## config.mk

```make
export PLATFORM = sky130hd
export DESIGN_NAME = bf16_mult_arbiter
export DESIGN_NICKNAME = d
export VERILOG_FILES = /design/src/rtl/bf16_pkg.sv /design/src/rtl/bf16_tag_pipe.sv /design/src/rtl/bfloat16_mult.sv /design/src/rtl/bf16_mult_arbiter.sv
export SDC_FILE = /design/constraint.sdc
export NUM_CORES = 1
export LEC_CHECK = 0
export CAP_MARGIN = 30
export CORE_UTILIZATION = 47
export DETAILED_ROUTE_END_ITERATION = 7
export PLACE_DENSITY = 0.82
export SETUP_SLACK_MARGIN = 0.15
export SYNTH_ARGS = -nofsm -noshare
export SYNTH_HDL_FRONTEND = slang
export SYNTH_HIERARCHICAL = 1
export SYNTH_SLANG_ARGS = --single-unit
```

## constraint.sdc

```tcl
create_clock -name clk -period 10.5 [get_ports clk]
set_input_delay 1.05 -clock clk [delete_from_list [all_inputs] [get_ports clk]]
set_output_delay 1.05 -clock clk [all_outputs]
set_load 0.005 [all_outputs]
```

## src/rtl/bf16_pkg.sv

```systemverilog
// Shared widths, default multiplier latency and a constant-safe clog2 for
// the bf16 multiplier arbiter slice.
package bf16_pkg;

  localparam int BF16_W       = 16;
  localparam int MULT_LAT_DEF = 4;

  // Minimum result is 1 so a single-entry index still gets a real bit.
  function automatic int clog2(input int v);
    int r;
    r = 0;
    while ((1 << r) < v) r = r + 1;
    return (r == 0) ? 1 : r;
  endfunction

endpackage

```

## src/rtl/bf16_tag_pipe.sv

```systemverilog
// Valid/id delay line that runs alongside the multiplier so each result
// carries its owner; valids clear on reset, ids need no reset.
module bf16_tag_pipe #(
  parameter int DEPTH = 4,
  parameter int ID_W  = 2
) (
  input  logic            clk,
  input  logic            rst,
  input  logic            in_vld,
  input  logic [ID_W-1:0] in_id,
  output logic            out_vld,
  output logic [ID_W-1:0] out_id
);

  logic [DEPTH-1:0] vld_sr;
  logic [ID_W-1:0]  id_sr [DEPTH];

  always_ff @(posedge clk) begin
    if (rst) vld_sr <= '0;
    else     vld_sr <= {vld_sr[DEPTH-2:0], in_vld};
  end

  always_ff @(posedge clk) begin
    id_sr[0] <= in_id;
    for (int i = 1; i < DEPTH; i++) id_sr[i] <= id_sr[i-1];
  end

  assign out_vld = vld_sr[DEPTH-1];
  assign out_id  = id_sr[DEPTH-1];

endmodule

```

## src/rtl/bfloat16_mult.sv

```systemverilog
// Pipelined bf16 multiplier, round-to-nearest-even, subnormals flushed to zero.
// Result appears LAT cycles after the operands are presented; no stall input.
module bfloat16_mult
  import bf16_pkg::*;
#(
  parameter int LAT = MULT_LAT_DEF
) (
  input  logic              clk,
  input  logic [BF16_W-1:0] a,
  input  logic [BF16_W-1:0] b,
  output logic [BF16_W-1:0] p
);

  logic              sgn, a_nan, b_nan, a_inf, b_inf, a_zero, b_zero, rnd;
  logic [15:0]       prod;
  logic [9:0]        e_b;
  logic [6:0]        mant;
  logic              guard, sticky;
  logic [16:0]       er;
  logic [BF16_W-1:0] p_c;
  logic [BF16_W-1:0] stg [LAT];

  always_comb begin
    sgn    = a[15] ^ b[15];
    a_nan  = (a[14:7] == 8'hFF) && (a[6:0] != 7'd0);
    b_nan  = (b[14:7] == 8'hFF) && (b[6:0] != 7'd0);
    a_inf  = (a[14:7] == 8'hFF) && (a[6:0] == 7'd0);
    b_inf  = (b[14:7] == 8'hFF) && (b[6:0] == 7'd0);
    a_zero = (a[14:7] == 8'h00);
    b_zero = (b[14:7] == 8'h00);
    prod   = {1'b1, a[6:0]} * {1'b1, b[6:0]};
    // Exponent kept with a +127 bias so the whole path stays unsigned.
    e_b    = 10'(a[14:7]) + 10'(b[14:7]) + 10'(prod[15]);
    if (prod[15]) begin
      mant   = prod[14:8];
      guard  = prod[7];
      sticky = |prod[6:0];
    end else begin
      mant   = prod[13:7];
      guard  = prod[6];
      sticky = |prod[5:0];
    end
    rnd = guard && (sticky || mant[0]);
    er  = {e_b, mant} + 17'(rnd);
    if (a_nan || b_nan || (a_inf && b_zero) || (b_inf && a_zero))
      p_c = 16'h7FC0;
    else if (a_inf || b_inf)
      p_c = {sgn, 8'hFF, 7'd0};
    else if (a_zero || b_zero || er[16:7] <= 10'd127)
      p_c = {sgn, 15'd0};
    else if (er[16:7] >= 10'd382)
      p_c = {sgn, 8'hFF, 7'd0};
    else
      p_c = {sgn, 8'(er[16:7] - 10'd127), er[6:0]};
  end

  always_ff @(posedge clk) begin
    stg[0] <= p_c;
    for (int i = 1; i < LAT; i++) stg[i] <= stg[i-1];
  end

  assign p = stg[LAT-1];

endmodule

```

## src/rtl/bf16_mult_arbiter.sv

```systemverilog
// Round-robin share of one pipelined bf16 multiplier among NREQ requesters.
// Grant is combinational; results stream out MULT_LAT cycles later, no back-pressure.
module bf16_mult_arbiter
  import bf16_pkg::*;
#(
  parameter int NREQ     = 4,
  parameter int MULT_LAT = MULT_LAT_DEF,
  parameter int ID_W     = clog2(NREQ)
) (
  input  logic                   clk,
  input  logic                   rst,
  input  logic [NREQ-1:0]        req_valid,
  input  logic [NREQ*BF16_W-1:0] req_a,
  input  logic [NREQ*BF16_W-1:0] req_b,
  output logic [NREQ-1:0]        req_ready,
  input  logic                   hold,
  output logic                   res_valid,
  output logic [ID_W-1:0]        res_id,
  output logic [BF16_W-1:0]      res_data,
  output logic                   busy
);

  localparam int CNT_W = clog2(MULT_LAT + 1);

  logic [ID_W-1:0]   ptr, gnt_id;
  logic              gnt_any, issue;
  logic [BF16_W-1:0] mult_a, mult_b;
  logic [CNT_W-1:0]  inflight;
  int                idx;

  // Cyclic search starting at ptr; first valid requester wins.
  always_comb begin
    req_ready = '0;
    gnt_id    = '0;
    gnt_any   = 1'b0;
    idx       = 0;
    for (int k = 0; k < NREQ; k++) begin
      idx = int'(ptr) + k;
      if (idx >= NREQ) idx = idx - NREQ;
      if (!gnt_any && req_valid[idx]) begin
        gnt_any = 1'b1;
        gnt_id  = ID_W'(idx);
      end
    end
    if (gnt_any && !hold && !rst) req_ready[gnt_id] = 1'b1;
  end

  assign issue  = |req_ready;
  assign mult_a = issue ? req_a[gnt_id*BF16_W +: BF16_W] : '0;
  assign mult_b = issue ? req_b[gnt_id*BF16_W +: BF16_W] : '0;

  always_ff @(posedge clk) begin
    if (rst)
      ptr <= '0;
    else if (issue)
      ptr <= (int'(gnt_id) == NREQ - 1) ? '0 : gnt_id + ID_W'(1);
  end

  always_ff @(posedge clk) begin
    if (rst)
      inflight <= '0;
    else if (issue && !res_valid)
      inflight <= inflight + CNT_W'(1);
    else if (!issue && res_valid)
      inflight <= inflight - CNT_W'(1);
  end

  assign busy = |inflight;

  bfloat16_mult #(.LAT(MULT_LAT)) u_mult (
    .clk (clk),
    .a   (mult_a),
    .b   (mult_b),
    .p   (res_data)
  );

  bf16_tag_pipe #(.DEPTH(MULT_LAT), .ID_W(ID_W)) u_tag (
    .clk     (clk),
    .rst     (rst),
    .in_vld  (issue),
    .in_id   (gnt_id),
    .out_vld (res_valid),
    .out_id  (res_id)
  );

endmodule

```

==> results.md <==
- Pre-CTS setup slack: -0.0689 ns
- CTS clk-pin slew, worst paths: 0.07 ns
- Worst Path Class, Setup: primary input to flop
- Largest net degree at the start of global routing: 35
- CTS Buf Count: 9
- Cells on worst reg2reg path: 38
- Layout cell share with drive strength beyond 1: 0.105
- Pleak: a little over 4 nW
- I/O pin total: 159
- DRC: 0
- Final hold viol count: 0
- First-pass GRT wire length: 29.7 mm
- CP peak stage delay: 0.56 ns
- Starting DRC count in detailed routing: 409
- First-pass DRT Iterations: 5
- Core area: 0.0140 mm²
- Count leader, synth: dfxtp_1
- Fin crit share: 0.944
- Hold Crit Start: u_mult/stg[2][9]
- Placed insts: around 1100
- #FFs+latches synth: 81
- WL final: 18.4 mm
- Worst min-delay path endpoint: u_mult/stg[3][9]
- Die area: ~0.015 mm²
- Skew final: between 0.008 and 0.009 ns
- Sequential cell area fraction in the yosys report: 0.238
- Row cnt: 43
- FF-to-FF setup slack: around 1.5 ns
- Most used cell, CP: fa_1
- Clk_lat worst skew: ~0.33 ns
- Overflow after GRT: 0
- Worst path slowest cell: fa_1
- Total number of vias: roughly 6100
- Prevailing post-synth register cell: dfxtp_1
- Vias per cell: between 5 and 6
- Antenna diode count: 0
- Cell taking the most area after synthesis: dfxtp_1
- Drt wl/cell: 16.8 µm
- Synth area leaders: dfxtp_1, fa_1, mux2i_1
- Setup ws final: 0.590 ns
- Horiz. Die Dim: approximately 120 µm
- Fmax: 101 MHz
- Post-detail-place hpwl: 14.4 mm
- CTS tree: built
- Most instantiated cells after synthesis: dfxtp_1, inv_1, mux2i_1
- Pwr per Cell Area: 123 mW/mm²
- Final ANT Viol Nets: 0
- Reg2reg end: u_mult/stg[0][14]
- Initial antenna violation count: 0
- Initial Utilization: 0.487
- Post-synthesis cell count: 738
- Setup crit end kind: flop
- Nets: about 1100
- Design Power: 0.00112 W
- Area grow syn2layout: 33.8%
- Worst Max-Slew Pin Slew: 0.684 ns
- GP Congestion: 0.926
- Synth warn: 6
- Syn Std Cell Area: 0.00681 mm²
- Max-slew headroom at the worst pin: 0.541
- Max_cap viols: 0
- Syn Area/Cell: 9.23 µm²
- Hold crit path type: flop to flop
- Worst Path Max Fanout: 10
- Tmin final: roughly 9.9 ns
- Finished Layout Cells: 1098
- Synth unique cells: 82
- # port buffers: 158
- Status: completed
- Total track usage: 0.252
- Synth Net Count: 960
- Deepest clock path buffer count: 2
- Hold depth: 0
- Vias in the first global route: 6254
- Critical path arrival: 10.16 ns
- Hold bufs inserted after CTS: 0
- Yosys top cell area share: 0.238
- H-Tree Depth: 3
- Setup tns final: 0 ns
- Final Max Slew Viols: 0
- Clock Tree Root: clkbuf_16
- Die Y: 122 µm
- Worst EP required: 10.75 ns
- Peak VDD IR: around 89 µV
- Critical R2R Launch: ptr[0]
- Setup Viol. Count Final: 0
- Unrepaired setup endpoints after global routing: yes
- Critical path launch point type: primary input
- Post-synth EDFFs: 0
- Fraction of registers with async set/reset: 0
- Clock sink count: 81
## cell families (layout without fill, tap and decap cells)
family / count (synthesis) / count (layout) / share of synthesized area
mux: 70 / 70 / 0.103
xor+xnor: 31 / 31 / 0.0410
simple gates: 205 / 205 / 0.174
compound gates: 162 / 162 / 0.174
fa+ha+maj: 87 / 87 / 0.203
buf+inv: 102 / 282 / 0.0663
flops: 81 / 81 / 0.238
## what timing repair did
action,CTS,global route
endpoints found under the setup margin,0,15
gates resized for setup,0,22
buffers inserted,0,3
## per-layer routing
metal / wire length, µm / vias up / GRT usage
li1: - / 2955 / -
met5: 0 / - / 0
met4: 376 / 0 / 0.0732
met1: 7790 / 2903 / 0.304
met2: 9260 / 211 / 0.460
met3: 1000 / 29 / 0.0349
## worst max-delay path, delay by kind of cell
family          cells  cell delay (ns)
compound gates     13             2.66
buf+inv             8             1.39
fa+ha+maj           8             3.03
simple gates       10             2.01
## cell type report
class | instances | area, µm²
clock inverter | 6 | 72.6
fill | 1155 | 4870
clock buffer | 10 | 239
sequential | 81 | 1620
timing repair buffer | 186 | 1790
inverter | 80 | 300
multi-input combinational | 555 | 4870
tap | 180 | 225
## state kept, by name (all words and copies together) (netlist names)
| name | flops |
|---|---|
| u_tag/id_sr | 8 |
| u_mult/stg | 64 |
| inflight | 3 |
| u_tag/vld_sr | 4 |
| ptr | 2 |
## metrics by stage
| step | utilization | area (µm²) | hold slack [ns] |
|---|---|---|---|
| after floorplan | - | 6810 | 0.310 |
| after global placement | 0.619 | 8660 | 0.310 |
| after detailed placement | 0.619 | 8660 | 0.312 |
| after CTS | 0.642 | 8980 | 0.321 |
| after global routing | 0.652 | 9120 | 0.326 |
| final | 0.652 | 9120 | 0.318 |
## placed cells by master (no fill, tap or decap), types with 15 or more instances in the layout
cell and count:
buf_4 28, ha_1 48, fa_1 39, nand2_1 33
and2_1 42, inv_1 78, nor2_1 35, xor2_1 15
mux2i_1 67, a21oi_1 34, dfxtp_1 81, o22ai_1 27
clkdlybuf4s50_1 158
## worst max path at each step
stage / from / end / slack [ns] / cells after the start
3_3_place_gp: req_valid[3] / u_mult/stg[0][1] / 0.19 / 38
5_1_grt: req_valid[1] / u_mult/stg[0][3] / 0.11 / 38
4_1_cts: req_valid[3] / u_mult/stg[0][3] / 0.18 / 38
2_1_floorplan: req_valid[2] / u_mult/stg[0][3] / 0.57 / 40
6_report: req_valid[2] / u_mult/stg[0][14] / 0.59 / 39
3_5_place_dp: req_valid[2] / u_mult/stg[0][3] / -0.07 / 38
## report_power, final
group / switching (W) / internal, W
logic: 0.000243 / 0.000213
clock network: 0.000126 / 0.000193
registers: 0.00000990 / 0.000335
No activity file was read; power rests on OpenSTA's default activity.
